--- config.mk ---
export PLATFORM = sky130hd
export DESIGN_NAME = tone_bank
export DESIGN_NICKNAME = d
export VERILOG_FILES = /design/src/rtl/tone_bank.sv
export SDC_FILE = /design/constraint.sdc
export NUM_CORES = 1
export LEC_CHECK = 0
export CAP_MARGIN = 20
export CORE_ASPECT_RATIO = 0.9
export CORE_UTILIZATION = 45
export DETAILED_ROUTE_END_ITERATION = 10
export PLACE_DENSITY = 0.65
export SYNTH_ARGS = -nofsm -noshare
export SYNTH_HDL_FRONTEND = slang
export SYNTH_SLANG_ARGS = --single-unit
--- constraint.sdc ---
create_clock -name i_clk -period 12.9 [get_ports i_clk]
set_clock_uncertainty 0.2 [all_clocks]
set_input_delay 2.58 -clock i_clk [delete_from_list [all_inputs] [get_ports i_clk]]
set_output_delay 2.58 -clock i_clk [all_outputs]
set_load 0.01 [all_outputs]
--- src/rtl/tone_bank.sv ---
// Polyphonic phase-accumulator oscillator bank.
// One voice is visited per cycle during a mix pass; the mono mix is sent to both channels.
module tone_bank #(
    parameter int VOICES   = 8,
    parameter int PHASE_W  = 24,
    parameter int FCW_W    = 16,
    parameter int SAMPLE_W = 16
) (
    input  logic                        i_clk,
    input  logic                        i_rst_n,
    input  logic                        i_wr_en,
    input  logic [$clog2(VOICES)-1:0]   i_wr_voice,
    input  logic [FCW_W-1:0]            i_wr_fcw,
    input  logic [1:0]                  i_wr_wave,
    input  logic                        i_wr_gate,
    input  logic                        i_sample_req,
    output logic [2*SAMPLE_W-1:0]       o_sample,
    output logic                        o_valid,
    output logic                        o_busy
);

    localparam int IDX_W = $clog2(VOICES);
    localparam int ACC_W = SAMPLE_W + IDX_W;

    localparam logic [IDX_W-1:0] LAST_IDX = IDX_W'(VOICES - 1);
    localparam logic [SAMPLE_W-1:0] SQ_POS = {1'b0, {(SAMPLE_W-1){1'b1}}};
    localparam logic [SAMPLE_W-1:0] SQ_NEG = ~SQ_POS + SAMPLE_W'(1);

    typedef enum logic [1:0] {
        IDLE,
        ACCUM,
        DONE
    } state_t;

    state_t state_q, state_nxt;

    logic [IDX_W-1:0]        idx_q, idx_nxt;
    logic signed [ACC_W-1:0] acc_q, acc_nxt;
    logic                    visit;
    logic                    last_visit;

    logic [FCW_W-1:0]   fcw_q   [VOICES];
    logic [1:0]         wave_q  [VOICES];
    logic               gate_q  [VOICES];
    logic [PHASE_W-1:0] phase_q [VOICES];

    logic [SAMPLE_W-1:0] cur_wave;
    logic [ACC_W-1:0]    cur_ext;
    logic [SAMPLE_W-1:0] mix;

    function automatic logic [SAMPLE_W-1:0] wave_of(
        input logic [1:0]         sel,
        input logic [PHASE_W-1:0] p
    );
        logic [SAMPLE_W-1:0] t;
        logic [SAMPLE_W-1:0] u;
        logic [SAMPLE_W-1:0] r;
        t = p[PHASE_W-1 -: SAMPLE_W];
        u = p[PHASE_W-1] ? ~p[PHASE_W-2 -: SAMPLE_W]
                         :  p[PHASE_W-2 -: SAMPLE_W];
        r = '0;
        unique case (sel)
            2'd0: r = {~t[SAMPLE_W-1], t[SAMPLE_W-2:0]};
            2'd1: r = p[PHASE_W-1] ? SQ_NEG : SQ_POS;
            2'd2: r = {~u[SAMPLE_W-1], u[SAMPLE_W-2:0]};
            default: r = '0;
        endcase
        return r;
    endfunction

    // Waveform of the voice under visit, sign-extended into the accumulator.
    assign cur_wave   = wave_of(wave_q[idx_q], phase_q[idx_q]);
    assign cur_ext    = {{IDX_W{cur_wave[SAMPLE_W-1]}}, cur_wave};
    assign last_visit = (state_q == ACCUM) && (idx_q == LAST_IDX);
    assign mix        = acc_nxt[ACC_W-1:IDX_W];

    // Next-state and mix-pass datapath decode.
    always_comb begin
        state_nxt = state_q;
        idx_nxt   = idx_q;
        acc_nxt   = acc_q;
        visit     = 1'b0;
        unique case (state_q)
            IDLE: begin
                if (i_sample_req) begin
                    acc_nxt   = '0;
                    idx_nxt   = '0;
                    state_nxt = ACCUM;
                end
            end
            ACCUM: begin
                visit = 1'b1;
                if (gate_q[idx_q]) begin
                    acc_nxt = acc_q + $signed(cur_ext);
                end
                if (idx_q == LAST_IDX) begin
                    state_nxt = DONE;
                end else begin
                    idx_nxt = idx_q + IDX_W'(1);
                end
            end
            DONE: begin
                state_nxt = IDLE;
            end
            default: begin
                state_nxt = IDLE;
            end
        endcase
    end

    // FSM state, voice index and mix accumulator.
    always_ff @(posedge i_clk or negedge i_rst_n) begin
        if (!i_rst_n) begin
            state_q <= IDLE;
            idx_q   <= '0;
            acc_q   <= '0;
        end else begin
            state_q <= state_nxt;
            idx_q   <= idx_nxt;
            acc_q   <= acc_nxt;
        end
    end

    // Output sample is captured with the final voice so it is stable during DONE.
    always_ff @(posedge i_clk or negedge i_rst_n) begin
        if (!i_rst_n) begin
            o_sample <= '0;
        end else if (last_visit) begin
            o_sample <= {mix, mix};
        end
    end

    // Voice control registers from the write port.
    always_ff @(posedge i_clk or negedge i_rst_n) begin
        if (!i_rst_n) begin
            for (int v = 0; v < VOICES; v++) begin
                fcw_q[v]  <= '0;
                wave_q[v] <= '0;
                gate_q[v] <= 1'b0;
            end
        end else if (i_wr_en) begin
            fcw_q[i_wr_voice]  <= i_wr_fcw;
            wave_q[i_wr_voice] <= i_wr_wave;
            gate_q[i_wr_voice] <= i_wr_gate;
        end
    end

    // Phase advance on visit; a fresh gate-on restarts the voice at phase 0.
    always_ff @(posedge i_clk or negedge i_rst_n) begin
        if (!i_rst_n) begin
            for (int v = 0; v < VOICES; v++) begin
                phase_q[v] <= '0;
            end
        end else begin
            if (visit) begin
                phase_q[idx_q] <= gate_q[idx_q]
                                ? phase_q[idx_q] + PHASE_W'(fcw_q[idx_q])
                                : '0;
            end
            if (i_wr_en && i_wr_gate && !gate_q[i_wr_voice]) begin
                phase_q[i_wr_voice] <= '0;
            end
        end
    end

    assign o_busy  = (state_q == ACCUM);
    assign o_valid = (state_q == DONE);

endmodule

==> summary.md, run 1 <==
| Metric | Value |
|---|---|
| Via count | about 15k |
| DRC violations left | 0 |
| Startpoint Class | flop |
| Die extent in x | ~220 um |
| Post-CTS Setup Bufs | 0 |
| Sequential element share of the synthesized area | 0.504 |
| Design Power | between 6 and 7 mW |
| F_max | ~0.18 GHz |
| TritonRoute pass-1 iters | 5 |
| Final Net Count | between 1.5k and 2k |
| Dpl cells | 2301 |
| Crit path kind | flop to flop |
| Status | completed |
| Area after DPL | 20100 sq um |
| CP startpoint | idx_q[1]$_DFFE_PN0P_ |
| Global-route usage over all layers | 0.273 |
| CP cell instances | buf_4, nor2b_1, a221oi_1, o21ai_1, buf_4, nor2_1, a21oi_1, o22a_1, fa_1, nand2b_1, a21oi_1, o31a_1, a211oi_1, o31a_1, xor2_2, mux2i_1, nand2_1 |
| Least-Margin Pin Slew | 1.16 ns |
| Area Overhead vs Synth | 12.8% |
| Unrepaired setup endpoints after global routing | false |
| Worst skew pair latency | between 0.5 and 0.6 ns |
| Total CTS buffers | 43 |
| First-pass GRT wire length | 89900 um |
| Initial core utilization | 0.457 |
| Fin area | between 20000 and 25000 sq um |
| Antenna-violating nets left | 0 |
| Synthesized instance count | 1772 |
| Vias in the first global route | 14.7k |
| Worst path bufs/invs | 2 |
| Minimum clock period | between 5 and 6 ns |
| Kind of end point of the critical path | flop |
| WL final | 57600 um |
| CTS tree | built |
| Routability cong. | slightly above 0.9 |
| Crit-path leading delay family | compound AO/OA/AOI/OAI gates |
| Initial DRC count | 1541 |
| Syn nets | around 1.8k |
| Setup TNS | 0 ns |
| Clock root cell | clkbuf_16 |
| Die span in y | a little under 200 um |
| Standard-cell rows | slightly above 70 |
| Worst r2r src | idx_q[1]$_DFFE_PN0P_ |
| Critical Path RT | 13.18 ns |
| Synth Register Bits | roughly 380 |
| Final Hold Fails | 0 |
| Slew headroom | 0.221 |
| Ratio of cells with drive above 1 in the final layout | 0.178 |
| CTS H-Tree Depth | 2 |
| Yosys warns | 0 |
| Max cap viols | 0 |
| Final HPWL DP | 36600 um |
| Worst-path maximum fanout | 35 |
| Final setup margin | roughly 7.2 ns |
| Cell Area, Synth | around 19000 sq um |
| Final Setup Violations | 0 |
| Post-synth EDFFs | 0 |
| Routed len/inst | 24.2 um |
| Max stage delay cell, worst path | dfrtp_2 |
| Async S/R FF share, synth | 1.00 |
| Period utilization | 0.440 |
| Global route overflow | 0 |
| Worst slack, placed | between 7 and 8 ns |
| Gates resized, CTS repair | 0 |
| Fin. max-slew vios | 0 |
| Data arrival time of the critical path | roughly 6.0 ns |
| Cell Count, Final, Fillers Out | between 2k and 2.5k |
| Syn avg cell area | roughly 11 sq um |
| Drt via density | 6.25 |
| Clock net sink count | 384 |
| VDD IR max | around 0.14 mV |
| Area contributors post-synth | dfrtp_1, mux2_2, nand2_1 |
| Antenna violations before repair | 0 |
| Longest Clk Path Bufs | 3 |
| Synth unique cells | 80 |
| Top-level port count | 60 |
| Pin count of the biggest net entering global routing | 102 |
| Core area | about 42000 sq um |
| Die area | between 40000 and 50000 sq um |
| Clk pin slew, worst setup/hold paths | roughly 0.060 ns |
| Worst min path class | flop to flop |
| Power Density | 283 nW/um^2 |
| P_leak | 9.35 nW |
| Hold Buf Count CTS | 0 |
| Crit-path max cell delay | 0.70 ns |
| Port bufs | 59 |
| Worst hold start | phase_q[140]$_DFF_PN0_ |
| Synth top area share | 0.504 |
| Top_reg_cell synth | dfrtp_1 |
| Cell type with the largest total area after synthesis | dfrtp_1 |
| Diode count | 0 |
## cells in the mapped netlist (4+ instances only)
cell and n:
o32ai_1 7, mux4_2 8, nor3_1 10, or2_2 5, a211oi_1 4, clkbuf_1 66, buf_6 5, nand2_1 238
buf_4 19, mux2_2 172, dfrtp_1 384, a22oi_1 112, nor2_1 114, nand2b_1 14, nand4_1 24, o21a_1 6
ha_1 36, mux2i_1 17, and3_1 6, a21o_1 15, a31oi_1 7, xnor2_1 36, and2_1 8, nor3_2 5
buf_2 14, nand3_1 21, a22o_1 82, o2bb2ai_1 4, buf_1 13, o22ai_1 32, inv_1 17, o21ai_0 29
a221oi_1 21, a21oi_1 138, nor2b_1 9, xor2_1 6
## state kept, by name, summed over array words and instances (netlist names)
name      flops
wave_q       16
idx_q         3
fcw_q       128
o_sample     16
gate_q        8
acc_q        19
phase_q     192
state_q       2
## through the flow
| stage | hold slack, ns | utilization |
|---|---|---|
| after detailed placement | 0.278 | 0.482 |
| after global placement | 0.279 | 0.482 |
| after floorplan | 0.252 | - |
| after CTS | 0.298 | 0.515 |
| final | 0.300 | 0.515 |
| after global routing | 0.315 | 0.515 |
## worst reg2reg max path, stage by stage (launching register included)
cell,delay [ns]
dfrtp_2,0.70
buf_4,0.53
nor2b_1,0.21
a221oi_1,0.57
o21ai_1,0.15
buf_4,0.23
nor2_1,0.61
a21oi_1,0.09
o22a_1,0.26
fa_1,0.39
nand2b_1,0.19
a21oi_1,0.22
o31a_1,0.26
a211oi_1,0.13
o31a_1,0.32
xor2_2,0.23
mux2i_1,0.22
nand2_1,0.06
## path summary, 6_finish.rpt
check	endpoint	slack (ns)	cells past startpoint
max	o_sample[15]$_DFFE_PN0P_	7.23	17
min	phase_q[140]$_DFF_PN0_	0.30	1
max reg2reg	o_sample[15]$_DFFE_PN0P_	7.23	17
min reg2reg	phase_q[140]$_DFF_PN0_	0.30	1
max in group asynchronous	phase_q[112]$_DFF_PN0_	8.21	3
min in group asynchronous	fcw_q[32]$_DFFE_PN0P_	1.81	1
## area by class of cell
type / instances / area [sq um]
well taps: 547 / 684
flip-flops and latches: 384 / 9610
clock inverters: 14 / 138
clock buffers: 61 / 1230
fillers: 3719 / 20200
inverters: 19 / 71.3
repair buffers: 100 / 903
multi-input cells: 1251 / 8860
## layer usage
| metal | vias to the layer above | share of wire | global-route usage |
|---|---|---|---|
| li1 | 6539 | - | - |
| met2 | 710 | 0.44 | 0.402 |
| met5 | - | 0 | 0 |
| met3 | 102 | 0.10 | 0.0673 |
| met4 | 0 | 0.024 | 0.0810 |
| met1 | 7493 | 0.44 | 0.398 |
## power by group
group | switching, mW | total (mW) | leakage [nW] | internal, mW
combinational | 1.98 | 3.12 | 3.73 | 1.14
sequential | 0.218 | 1.76 | 4.94 | 1.54
clock | 0.507 | 1.19 | 0.678 | 0.688
total | 2.71 | 6.08 | 9.35 | 3.37
## cell usage in the layout (no fill, tap or decap), types with 41 or more instances in the layout
cell type,n
dfrtp_1,382
a22o_1,82
mux2_2,172
buf_4,41
nor2_1,112
clkbuf_16,43
a21oi_1,138
a22oi_1,112
nand2_1,238
clkdlybuf4s50_1,58
## cell families (layout without fill, tap and decap cells)
group                    count (synthesis)  after routing  synth area share
multiplexers                           202            202             0.123
AO/OA/AOI/OAI                          494            494             0.181
XOR/XNOR                                46             46            0.0227
adder cells (fa/ha/maj)                 38             38            0.0257
flip-flops                             384            384             0.504
AND/OR/NAND/NOR                        471            471             0.110
buffers and inverters                  137            194            0.0337
No activity file was read; power rests on OpenSTA's default activity.
==> run 2: changes to the inputs <==
PLACE_DENSITY = 0.68   (was 0.65)
clock period = 5.1 ns   (was 12.9 ns; I/O delays follow)
==> run 2 against run 1 <==
Sequential share of layout area shrank 0.70 points. Wire length increased by 3.4%. First-iteration DRC count grew 33%. Sequential power rose to 2.5 times the previous value. Total power rose to 2.6 times the previous value. Critical path type unchanged.
==> summary.md, run 2 (synthesis gave the netlist of run 1 again) <==
| Metric | Value |
|---|---|
| Clk pin slew, worst setup/hold paths | ~0.060 ns |
| Ratio of cells with drive above 1 in the final layout | 0.192 |
| Gates resized, CTS repair | 0 |
| Core area | 41800 sq um |
| CTS tree | built |
| Share of power burned in registers | 0.283 |
| Drt via density | between 6 and 7 |
| Via count | 15.4k |
| Die span in y | between 150 and 200 um |
| Longest Clk Path Bufs | 3 |
| Post-CTS Setup Bufs | 0 |
| Critical Path RT | approximately 5.4 ns |
| Period utilization | 0.949 |
| CTS H-Tree Depth | 2 |
| Final Hold Fails | 0 |
| Comb power frac | 0.533 |
| Status | completed |
| Crit-path max cell delay | roughly 0.47 ns |
| TritonRoute pass-1 iters | 7 |
| Setup TNS | 0 ns |
| Die extent in x | 219 um |
| Slew headroom | 0.245 |
| Pin count of the biggest net entering global routing | 137 |
| DRC violations left | 0 |
| Crit path kind | flop to flop |
| Largest Register | phase_q |
| Commonest non-fill, non-tap cells in the layout | dfrtp_1, nand2_1, mux2_2 |
| Pint | 8.76 mW |
| Net switching power | 6.97 mW |
| Diode count | 0 |
| Startpoint Class | flop |
| Final HPWL DP | between 30000 and 40000 um |
| Max reg flops | between 150 and 200 |
| Final Net Count | between 1.5k and 2k |
| Area Overhead vs Synth | 14.6% |
| Least-Margin Pin Slew | 1.13 ns |
| Crit-path leading delay family | compound AO/OA/AOI/OAI gates |
| CP cell instances | buf_4, clkinv_1, nand3_1, o21ai_0, a222oi_1, o21ai_0, ha_1, a21o_1, a21o_1, a2111oi_0, a21oi_1, a221oi_2, buf_4, nor2_1, xor2_1, a22o_1 |
| Worst-path maximum fanout | 19 |
| Worst skew pair latency | about 0.57 ns |
| Layout fillers | 3675 |
| Standard-cell rows | between 70 and 80 |
| Clock share of power | 0.184 |
| Fin util | 0.523 |
| Largest regs | phase_q (192), fcw_q (128), acc_q (19) |
| Worst path bufs/invs | 3 |
| P_leak | roughly 9.5 nW |
| Die area | approximately 43000 sq um |
| Kind of end point of the critical path | flop |
| First-pass GRT wire length | around 90000 um |
| Global route overflow | 0 |
| Unrepaired setup endpoints after global routing | false |
| Final Setup Violations | 0 |
| Fin. max-slew vios | 0 |
| Initial DRC count | 2044 |
| Port bufs | ~60 |
| Commonest non-fill, non-tap cell in the layout | dfrtp_1 |
| Net Sw Frac | 0.443 |
| Routed len/inst | approximately 25 um |
| Routability cong. | approximately 0.95 |
| Antenna violations before repair | 0 |
| WL final | roughly 60000 um |
| Initial core utilization | 0.457 |
| Clock root cell | clkbuf_16 |
| Worst min path class | primary input to async pin |
| Data arrival time of the critical path | 5.14 ns |
| Hold Buf Count CTS | 0 |
| Antenna-violating nets left | 0 |
| Top-level port count | 60 |
| Clock net sink count | roughly 380 |
| F_max | ~0.21 GHz |
| Vias in the first global route | approximately 15k |
| Total CTS buffers | 41 |
| Global-route usage over all layers | 0.281 |
| Max cap viols | 0 |
| Max stage delay cell, worst path | xor2_1 |
| Power Density | 720 nW/um^2 |
| VDD IR max | roughly 0.4 mV |
| Minimum clock period | between 4 and 5 ns |
[run 2: cell types whose count changed in the layout (fill, tap and decap cells not counted), moves of 2 or more]
cell and delta:
buf_12 +11, buf_4 +27, clkbuf_1 +2, clkbuf_16 -2, clkbuf_8 -6, clkinvlp_4 +2
[run 2: final timing paths]
check	end	cells after the start	slack (ns)	startpoint
setup / recovery	phase_q[141]$_DFF_PN0_	16	0.26	idx_q[0]$_DFFE_PN0P_
hold / removal	fcw_q[79]$_DFFE_PN0P_	1	0.25	i_rst_n
setup reg to reg	phase_q[141]$_DFF_PN0_	16	0.26	idx_q[0]$_DFFE_PN0P_
hold reg to reg	phase_q[90]$_DFF_PN0_	1	0.30	phase_q[90]$_DFF_PN0_
max in group asynchronous	fcw_q[77]$_DFFE_PN0P_	2	3.27	i_rst_n
min in group i_clk	phase_q[90]$_DFF_PN0_	1	0.30	phase_q[90]$_DFF_PN0_
[run 2: metal layers]
metal  global-route usage  vias up  wire length (um)
li1                     -     6621                 -
met1                0.387     7737             24600
met2                0.427      832             26600
met3               0.0704      174              6170
met4                0.110        0              2260
met5                    0        -                 0
[run 2: area by class of cell]
| class | instances | area, sq um | area share |
|---|---|---|---|
| clock buffers | 55 | 1110 | 0.0507 |
| clock inverters | 16 | 160 | 0.00733 |
| inverters | 19 | 71.3 | 0.00326 |
| multi-input cells | 1251 | 8870 | 0.406 |
| flip-flops and latches | 384 | 9610 | 0.440 |
| well taps | 547 | 684 | 0.0313 |
| repair buffers | 139 | 1340 | 0.0614 |
[run 2: metrics by stage]
stage	setup WS (ns)	total power [mW]	hold slack, ns	area [sq um]	instances
2_1_floorplan	0.556	9.80	0.252	19100	1772
3_3_place_gp	0.354	12.4	0.278	20500	2337
3_5_place_dp	0.345	12.6	0.274	20500	2337
4_1_cts	0.340	15.5	0.296	21800	2408
5_1_grt	0.00219	16.6	0.315	21800	2411
6_report	0.261	15.7	0.255	21800	2411
[run 2: power groups by stage]
stage	clock network (mW)	logic, mW	registers (mW)
after floorplan	0	5.49	4.31
after global placement	0	7.95	4.45
after CTS	2.93	8.15	4.44
after global routing	3.06	8.98	4.54
after detailed placement	0	8.11	4.48
final	2.90	8.38	4.45
==> run 3: changes to the inputs <==
SKIP_LAST_GASP = 1   (was unset)
==> results of run 3 <==
No change in the layout: final DEF, timing and power equal those of run 2.
